$ cat src/rtl/dcache_port_arbiter.sv
// dcache_port_arbiter: shares the dcache upstream port between the load unit and store-commit buffer.
// Optional perf counters are enabled by defining DCACHE_ARB_PERF_EN.
module dcache_port_arbiter #(
  parameter int TAG_W    = 5,
  parameter int MAX_WAIT = 4
) (
  input  logic             clk,
  input  logic             rst,
  input  logic             ld_req,
  input  logic [31:0]      ld_addr,
  input  logic [3:0]       ld_rmask,
  input  logic [TAG_W-1:0] ld_tag,
  output logic             ld_gnt,
  output logic             ld_resp,
  output logic [31:0]      ld_rdata,
  output logic [TAG_W-1:0] ld_resp_tag,
  input  logic             st_req,
  input  logic             st_urgent,
  input  logic [31:0]      st_addr,
  input  logic [3:0]       st_wmask,
  input  logic [31:0]      st_wdata,
  output logic             st_gnt,
  output logic             st_resp,
  input  logic             flush,
  output logic [31:0]      dc_addr,
  output logic [3:0]       dc_rmask,
  output logic [3:0]       dc_wmask,
  output logic [31:0]      dc_wdata,
  input  logic [31:0]      dc_rdata,
  input  logic             dc_resp
`ifdef DCACHE_ARB_PERF_EN
  ,
  output logic [31:0]      perf_ld_cnt,
  output logic [31:0]      perf_st_cnt,
  output logic [31:0]      perf_conflict_cnt,
  output logic [31:0]      perf_kill_cnt
`endif
);
  localparam int CW = ($clog2(MAX_WAIT + 1) < 3) ? 3 : $clog2(MAX_WAIT + 1);
  localparam logic [CW-1:0] MAXW = CW'(MAX_WAIT);
  typedef enum logic [1:0] {IDLE, WAIT_LD, WAIT_ST} state_t;
  state_t state, state_n;
  logic [CW-1:0] ld_wait, st_wait;
  logic [TAG_W-1:0] tag;
  logic kill, last_st, slot, ld_el, st_el, pick_st, ld_win, st_win;
  // slot is gated by rst so nothing issues while the arbiter is held in reset
  always_comb begin
    slot = !rst && (state == IDLE || dc_resp);
    ld_el = ld_req && !flush;
    st_el = st_req;
    pick_st = (ld_wait == MAXW) ? 1'b0 : (st_wait == MAXW) ? 1'b1 : st_urgent ? 1'b1 : !last_st;
    ld_win = slot && ld_el && !(st_el && pick_st);
    st_win = slot && st_el && !(ld_el && !pick_st);
    state_n = ld_win ? WAIT_LD : st_win ? WAIT_ST : slot ? IDLE : state;
    ld_gnt = ld_win;
    st_gnt = st_win;
    dc_addr = ld_win ? ld_addr : st_win ? st_addr : '0;
    dc_rmask = ld_win ? ld_rmask : '0;
    dc_wmask = st_win ? st_wmask : '0;
    dc_wdata = st_win ? st_wdata : '0;
    ld_resp = dc_resp && state == WAIT_LD && !kill && !flush;
    ld_rdata = ld_resp ? dc_rdata : '0;
    ld_resp_tag = tag;
    st_resp = dc_resp && state == WAIT_ST;
  end
  always_ff @(posedge clk or posedge rst) begin
    if (rst) begin
      state <= IDLE;
      ld_wait <= '0;
      st_wait <= '0;
      tag <= '0;
      kill <= 1'b0;
      last_st <= 1'b1;
    end else begin
      state <= state_n;
      if (ld_win) begin
        tag <= ld_tag;
        kill <= 1'b0;
      end else if (state == WAIT_LD && flush) begin
        kill <= 1'b1;
      end
      if (ld_win || st_win) last_st <= st_win;
      ld_wait <= (ld_win || !ld_req) ? '0 : (slot && ld_el && ld_wait != MAXW) ? ld_wait + 1'b1 : ld_wait;
      st_wait <= (st_win || !st_req) ? '0 : (slot && st_el && st_wait != MAXW) ? st_wait + 1'b1 : st_wait;
    end
  end
`ifdef DCACHE_ARB_PERF_EN
  always_ff @(posedge clk or posedge rst) begin
    if (rst) begin
      perf_ld_cnt <= '0;
      perf_st_cnt <= '0;
      perf_conflict_cnt <= '0;
      perf_kill_cnt <= '0;
    end else begin
      perf_ld_cnt <= perf_ld_cnt + {31'd0, ld_win};
      perf_st_cnt <= perf_st_cnt + {31'd0, st_win};
      perf_conflict_cnt <= perf_conflict_cnt + {31'd0, slot && ld_el && st_el};
      perf_kill_cnt <= perf_kill_cnt + {31'd0, dc_resp && state == WAIT_LD && (kill || flush)};
    end
  end
`endif
endmodule

$ cat config.mk
export PLATFORM = sky130hd
export DESIGN_NAME = dcache_port_arbiter
export DESIGN_NICKNAME = d
export VERILOG_FILES = /design/src/rtl/dcache_port_arbiter.sv
export SDC_FILE = /design/constraint.sdc
export NUM_CORES = 1
export LEC_CHECK = 0
export CAP_MARGIN = 20
export CORE_AREA = 2 2 101 103
export CTS_CLUSTER_SIZE = 24
export DETAILED_ROUTE_END_ITERATION = 8
export DIE_AREA = 0 0 103 105
export DONT_BUFFER_PORTS = 1
export HOLD_SLACK_MARGIN = 0.02
export PLACE_DENSITY = 0.31
export SYNTH_ARGS = -nofsm -noshare
export SYNTH_HDL_FRONTEND = slang
export SYNTH_SLANG_ARGS = --single-unit
$ cat constraint.sdc
create_clock -name clk -period 2.42 [get_ports clk]
set_input_delay 0 -clock clk [delete_from_list [all_inputs] [get_ports clk]]
set_output_delay 0 -clock clk [all_outputs]
set_load 0.01 [all_outputs]
==> Word level (Yosys, flattened, before mapping) <==
Cells that the tools add are included.
{ "op_classes": {"addsub": 2, "n_eq_ne": 6, "muxes": 18, "n_reduce_logical": 33} }
{ "ops": {"columns": ["operator", "n"], "rows": [
  ["two-way mux 32 bit", 4],
  ["logical AND 1 bit", 15],
  ["two-way mux 3 bit", 4],
  ["logical NOT 1 bit", 9],
  ["two-way mux 4 bit", 2],
  ["adder 3 x 1 -> 3 bit (second input constant)", 2],
  ["== test 3 bit (second input constant)", 2],
  ["two-way mux 2 bit", 3],
  ["!= test 3 bit (second input constant)", 2],
  ["nonzero test 2 bit", 3],
  ["two-way mux 1 bit", 5],
  ["logical OR 1 bit", 4],
  ["nonzero test 3 bit", 1],
  ["== test 2 x 1 -> 1 bit (second input constant)", 1],
  ["== test 2 bit (second input constant)", 1],
  ["logical NOT 2 bit", 1]
]} }
{ "word_totals": {"word_cells": 65, "input_bits": 148, "ff_bits": 15, "out_inout_bits": 113} }

==> Longest topological paths before layout <==
Gate-level depths: netlist of the first run.
{ "depth": {"depth_word": 10, "ltp_mapped": 7, "ltp_nobuf": 6} }

==> Worst setup path before layout of the first run <==
No wires, ideal clock.
{ "synth_path": {"kind": "reg2reg", "start": "reg st_wait[0]", "end": "reg tag[0] (netlist: ld_resp_tag[0])", "slack_ns": 0.302, "setup_ns": 0.125, "path_buffers": 0, "stages_incl_launch_ff": 7, "arrival_ns": 1.993, "synth_period_minus_slack_ns": 2.118, "required_time_ns": 2.295, "cell_sequence": "dfrtp_1 -> inv_1 -> ha_1 -> and2_4 -> o21a_1 -> a2111oi_4 -> mux2_2"} }
{ "synth_via": {"elab_chain_cells": 6} }
{ "synth_lines": {"columns": ["item", "line", "rtl"], "rows": [
  ["from (decl)", "43", "logic [CW-1:0] ld_wait, st_wait;"],
  ["from (signal assigned)", "84", "st_wait <= (st_win || !st_req) ? '0 : (slot && st_el && st_wait != MAXW) ? st_wait + 1'b1 : st_wait;"],
  ["== test 3 bit", "51", "pick_st = (ld_wait == MAXW) ? 1'b0 : (st_wait == MAXW) ? 1'b1 : st_urgent ? 1'b1 : !last_st;"],
  ["two-way mux 1 bit (2 in a row)", "51", null],
  ["logical AND 1 bit", "52", "ld_win = slot && ld_el && !(st_el && pick_st);"],
  ["logical NOT 1 bit", "52", null],
  ["logical AND 1 bit", "52", null],
  ["to (signal assigned)", "77", "tag <= ld_tag;"],
  ["to (decl)", "44", "logic [TAG_W-1:0] tag;"]
]} }
Every way passes these cells.
A chain may end at the register's enable or synchronous reset.

==> Worst setup path after layout of the first run <==
{ "layout_path": {"start": "reg st_wait[0]", "end": "out dc_addr[0]"} }
{ "layout_via": {"elab_cells_between_ends": 12, "cone_classes": "eq/ne: 1; mux: 4; reduce/logical: 7"} }
{ "layout_lines": {"columns": ["item", "line", "rtl"], "rows": [
  ["== test 3 bit", "51", null],
  ["two-way mux 1 bit (2 in a row)", "51", null],
  ["logical AND 1 bit", "52", null],
  ["logical NOT 1 bit", "52", null],
  ["logical AND 1 bit", "52", null],
  ["via ld_gnt", "13", "output logic ld_gnt,"],
  ["two-way mux 32 bit", "57", "dc_addr = ld_win ? ld_addr : st_win ? st_addr : '0;"],
  ["to (decl)", "25", "output logic [31:0] dc_addr,"]
]} }
The timed path passes the listed nets, and every way through them passes these cells.

==> results of run 1 <==
## worst min path at each step
stage / depth (start not counted) / to / from
2_1_floorplan: 1 / kill / rst
5_1_grt: 3 / st_wait[2] / rst
3_3_place_gp: 2 / state[1] / rst
6_report: 3 / st_wait[2] / rst
3_5_place_dp: 2 / state[1] / rst
4_1_cts: 3 / st_wait[2] / rst
## layer usage
metal / share of wire / vias up / wire (um) / track usage
met1: 0.36 / 728 / 2540 / 0.141
li1: - / 671 / - / -
met5: 0 / - / 0 / 0
met2: 0.54 / 145 / 3800 / 0.216
met3: 0.10 / 2 / 712 / 0.0301
met4: 0.0056 / 0 / 40 / 0.0254
## metrics by stage
stage,total power (uW),setup WS [ns],area [um2]
2_1_floorplan,570,0.302,1610
3_3_place_gp,630,0.371,1750
3_5_place_dp,629,0.339,1750
4_1_cts,863,0.0555,1900
5_1_grt,902,0.0146,1900
6_report,841,0.160,1900
## cell type report
type	count	share of cell area
well taps	133	0.0876
clock buffers	4	0.0237
repair buffers	15	0.0810
multi-input cells	153	0.592
inverters	9	0.0178
flip-flops and latches	15	0.198
## power breakdown
group          total (uW)  internal [uW]  leakage [uW]  switching [uW]
logic                 288            120      0.000582             168
clock network         206            117     0.0000228            89.7
registers             347            299      0.000191            48.1
total                 841            535      0.000796             306
## worst max-delay path, stage by stage, from the launching register on
cell and delay, ns:
dfrtp_1 0.34, inv_1 0.06, ha_1 0.20, and2_4 0.16, o21a_1 0.22, a2111oi_4 0.39, buf_6 0.31, a22o_1 0.29
## what timing repair did
item,4_1_cts,5_1_grt
setup endpoints to repair,0,34
hold endpoints to repair,25,0
resized for setup,0,1
hold buffers,10,0
## cell usage after synthesis (3+ instances only)
master / instances / area (um2)
nand2_1: 5 / 18.8
inv_1: 9 / 33.8
nor3_1: 3 / 15.0
nor2_1: 4 / 15.0
ha_1: 4 / 50.1
mux2_2: 5 / 56.3
dfrtp_1: 14 / 350
clkbuf_1: 10 / 37.5
buf_6: 4 / 45.0
and2_1: 72 / 450
a22o_1: 32 / 280
## logic make-up (layout without fill, tap and decap cells)
family	count (synthesis)	in the layout
mux	6	6
compound gates	48	48
fa+ha+maj	4	4
flops	15	15
simple gates	94	94
buf+inv	23	28
xor+xnor	1	1
## sequential cells by signal, indices dropped and copies added, names as in the netlist
signal and cells:
kill 1, ld_wait 3, last_st 1, ld_resp_tag 5, st_wait 3, state 2
==> flow_summary.json, run 1 <==
{
  "status": "completed",
  "grt-ovfl-total": 0,
  "synthAdderAreaFrac": 0.0311,
  "cts_buffers": 3,
  "ys.flop_type": "dfrtp_1",
  "synth_cell_types": 36,
  "final_common_cell": "and2_1",
  "synth_fp_nets": 343,
  "final_cells": 329,
  "finalSetupViolations": 0,
  "synth_xor_area_frac": 0.00544,
  "critPathCaptureType": "output port",
  "via_per_inst": 4.70,
  "cp.arrival_ns": 2.26,
  "vias": 1546,
  "syn_area_um2": 1610,
  "grtUsageTotal": 0.120,
  "r2r_slack_ns": 0.30,
  "rsz0062_at_grt": "false",
  "drtPass1Iterations": 4,
  "worstReg2RegEnd": "ld_resp_tag[3]",
  "fin_tns_setup_ns": 0,
  "syn_avg_cell_area_um2": 8.43,
  "drt_wl_total_um": 7100,
  "io_pins": 261,
  "cts_root_buf": "clkbuf_8",
  "grt_max_degree": 65,
  "clkTransAtPathRegs_ns": 0.07,
  "hold_class": "primary input to flop",
  "dieArea_um2": 10800,
  "worstSetupPathType": "flop to output port",
  "drv_cap": 0,
  "cts_setup_buffers": 0,
  "antenna_found_initial": 0,
  "insertion_delay_ns": 0.25,
  "num_antenna_cells": 0,
  "hold_viol": 0,
  "clkSinkCount": 15,
  "ys_async_sr_fraction": 1.00,
  "clock_path_buffers": 2,
  "drc_errors": 0,
  "start_util": 0.167,
  "r2r_cells": 7,
  "syn_to_final_growth_pct": 18.0,
  "core_um2": 9640,
  "tightest_slew_ns": 0.755,
  "routedWlPerCell_um": 21.6,
  "place_inst": 315,
  "drive_gt1_frac": 0.102,
  "dpl.hpwl_um": 5970,
  "first_global_vias": 1475,
  "htree_levels": 1,
  "critPathLaunch": "st_wait[0]",
  "worst-endpoint-required_ns": 2.42,
  "synth_top_family_by_area": "simple AND/OR/NAND/NOR gates",
  "fin_crit_sh": 0.934,
  "die_y_um": 105,
  "ir_drop_v": 0.000132,
  "skew_ns": 0.00517,
  "multiInputGateArea_um2": 1120,
  "slew_viol_final": 0,
  "critPathMaxFanout": 36,
  "row_count": 36,
  "nNetsFinal": 349,
  "seqCellArea_um2": 377,
  "r2r-start": "st_wait[0]",
  "ys_ff_latch": 15,
  "crit_end": "dc_addr[0]",
  "grt_pass1_wl_um": 9690,
  "max_freq_mhz": 442,
  "synth_mux_area_frac": 0.0412,
  "yosysWarnings": 0,
  "dieWidth_um": 103,
  "critPathLaunchType": "flop",
  "io_buffers": 0,
  "mostFrequentLayoutCells": "and2_1 (72), a22o_1 (32), dfrtp_1 (14), dlygate4sd3_1 (10), inv_1 (9)",
  "fillCellCount": 1104,
  "synth-compound-area-share": 0.260,
  "powerDensity_nw_per_um2": 442,
  "p_leak_uw": 0.000796,
  "post-route-util": 0.197,
  "synthCells": 191,
  "min_period_ns": 2.26,
  "yosysSeqAreaShare": 0.234,
  "relSlewSlack": 0.496,
  "cts_tree": "yes",
  "gp_congestion": 0.771,
  "hold_slack_ns": 0.0394,
  "ant_nets": 0,
  "synth_edf_count": 0,
  "yosys.area_share.simple": 0.356,
  "drt_iter0_drc": 72
}
(Power assumes the default switching activity.)
==> run 2, diff against run 1 <==
--- a/config.mk
+++ b/config.mk
@@ -13,6 +13,8 @@
 export DONT_BUFFER_PORTS = 1
 export HOLD_SLACK_MARGIN = 0.02
 export PLACE_DENSITY = 0.31
+export RECOVER_POWER = 100
+export SKIP_CTS_REPAIR_TIMING = 1
 export SYNTH_ARGS = -nofsm -noshare
 export SYNTH_HDL_FRONTEND = slang
 export SYNTH_SLANG_ARGS = --single-unit
==> run 2 against run 1 <==
Against the previous run: cell count increased by 0.30%; sequential share of layout area decreased by 0.065 points; sequential power about the same; first-iteration DRC count decreased by 29%; critical path depth unchanged; critical endpoint unchanged; largest power group unchanged.
==> flow_summary.json, run 2 (synthesis gave the netlist of run 1 again) <==
{
  "status": "completed",
  "fin_tns_setup_ns": 0,
  "worst-endpoint-required_ns": 2.42,
  "critPathLaunchType": "flop",
  "slew_viol_final": 0,
  "dieArea_um2": 10800,
  "skew_ns": 0.00434,
  "io_buffers": 0,
  "r2r-start": "st_wait[0]",
  "max_freq_mhz": 445,
  "fin_crit_sh": 0.930,
  "place_inst": 315,
  "antenna_found_initial": 0,
  "path_buf_inv": 2,
  "cts_buffers": 3,
  "grt_max_degree": 65,
  "worstSetupPathType": "flop to output port",
  "r2r_slack_ns": 0.31,
  "relSlewSlack": 0.392,
  "die_y_um": 105,
  "critPathMaxFanout": 36,
  "worstReg2RegEnd": "ld_resp_tag[3]",
  "hold_class": "primary input to flop",
  "cp_slowest_cell": "a2111oi_4",
  "num_antenna_cells": 0,
  "hold_viol": 0,
  "min_to": "st_wait[2]",
  "gp_congestion": 0.771,
  "drive_gt1_frac": 0.0914,
  "ant_nets": 0,
  "tightest_slew_ns": 0.912,
  "dieWidth_um": 103,
  "critPathTopFamily": "compound AO/OA/AOI/OAI gates",
  "core_um2": 9640,
  "clkSinkCount": 15,
  "finalPower_uw": 837,
  "grt-ovfl-total": 0,
  "final_cells": 330,
  "whs_path_depth": 2,
  "clkTransAtPathRegs_ns": 0.06,
  "grtUsageTotal": 0.118,
  "cts_root_buf": "clkbuf_8",
  "insertion_delay_ns": 0.25,
  "ir_drop_v": 0.000129,
  "cp.arrival_ns": 2.25,
  "via_per_inst": 4.66,
  "critical_path.max_stage_delay_ns": 0.39,
  "io_pins": 261,
  "syn_to_final_growth_pct": 18.4,
  "critPathCaptureType": "output port",
  "fillCellCount": 1107,
  "clock_path_buffers": 2,
  "final_common_cell": "and2_0",
  "drv_cap": 0,
  "rsz0062_at_grt": "false",
  "first_global_vias": 1423,
  "htree_levels": 1,
  "vias": 1537,
  "largest_reg_flops": 5,
  "crit_chain": "inv_1 > ha_1 > and2_4 > o21a_1 > a2111oi_4 > buf_6 > a22o_1",
  "mostFrequentLayoutCells": "and2_0 (72), a22o_1 (32), dfrtp_1 (14), dlygate4sd3_1 (11), inv_1 (9)",
  "min_period_ns": 2.25,
  "hold_start": "st_req",
  "cts_tree": "yes",
  "nNetsFinal": 350,
  "start_util": 0.167,
  "row_count": 36,
  "p_leak_uw": 0.000733,
  "routedWlPerCell_um": 21.6,
  "grt_pass1_wl_um": 9540,
  "drc_errors": 0,
  "dpl.hpwl_um": 5970,
  "drt_iter0_drc": 51,
  "drtPass1Iterations": 4,
  "finalSetupViolations": 0,
  "drt_wl_total_um": 7140,
  "powerDensity_nw_per_um2": 439,
  "r2r_cells": 7
}
run 2: cell type report:
cell class	instances	area (um2)	share of cell area
clock buffers	4	45.0	0.0236
inverters	9	33.8	0.0177
multi-input cells	153	1120	0.590
flip-flops and latches	15	377	0.198
well taps	133	166	0.0873
repair buffers	16	160	0.0840
run 2: how the worst max path moves through the flow:
stage / startpoint / end / cells after the start
after detailed placement: st_wait[0] / ld_resp_tag[3] / 7
final: st_wait[0] / dc_addr[0] / 7
after global routing: st_wait[1] / dc_addr[0] / 7
after floorplan: st_wait[0] / ld_resp_tag[0] / 6
after CTS: st_wait[0] / dc_addr[0] / 7
after global placement: st_wait[0] / ld_resp_tag[4] / 7
run 2: per-layer routing:
| layer | global-route usage | share of wire |
|---|---|---|
| met1 | 0.137 | 0.36 |
| met2 | 0.212 | 0.53 |
| met3 | 0.0328 | 0.097 |
| met4 | 0.0254 | 0.0056 |
| met5 | 0 | 0 |
run 2: stage by stage:
| stage | util | setup slack [ns] | hold WS (ns) | instance area, um2 |
|---|---|---|---|---|
| 2_1_floorplan | - | 0.302 | -0.0833 | 1610 |
| 3_5_place_dp | 0.182 | 0.339 | -0.0464 | 1750 |
| 3_3_place_gp | 0.182 | 0.371 | -0.0474 | 1750 |
| 4_1_cts | 0.186 | 0.0555 | -0.325 | 1800 |
| 6_report | 0.198 | 0.170 | 0.0239 | 1910 |
| 5_1_grt | 0.198 | 0.0136 | 0.0328 | 1910 |
run 2: where the power goes:
part	switching, uW	leakage (uW)	internal [uW]
Combinational	168	0.000519	116
Clock	88.4	0.0000228	116
Sequential	48.5	0.000191	299
Total	305	0.000733	531
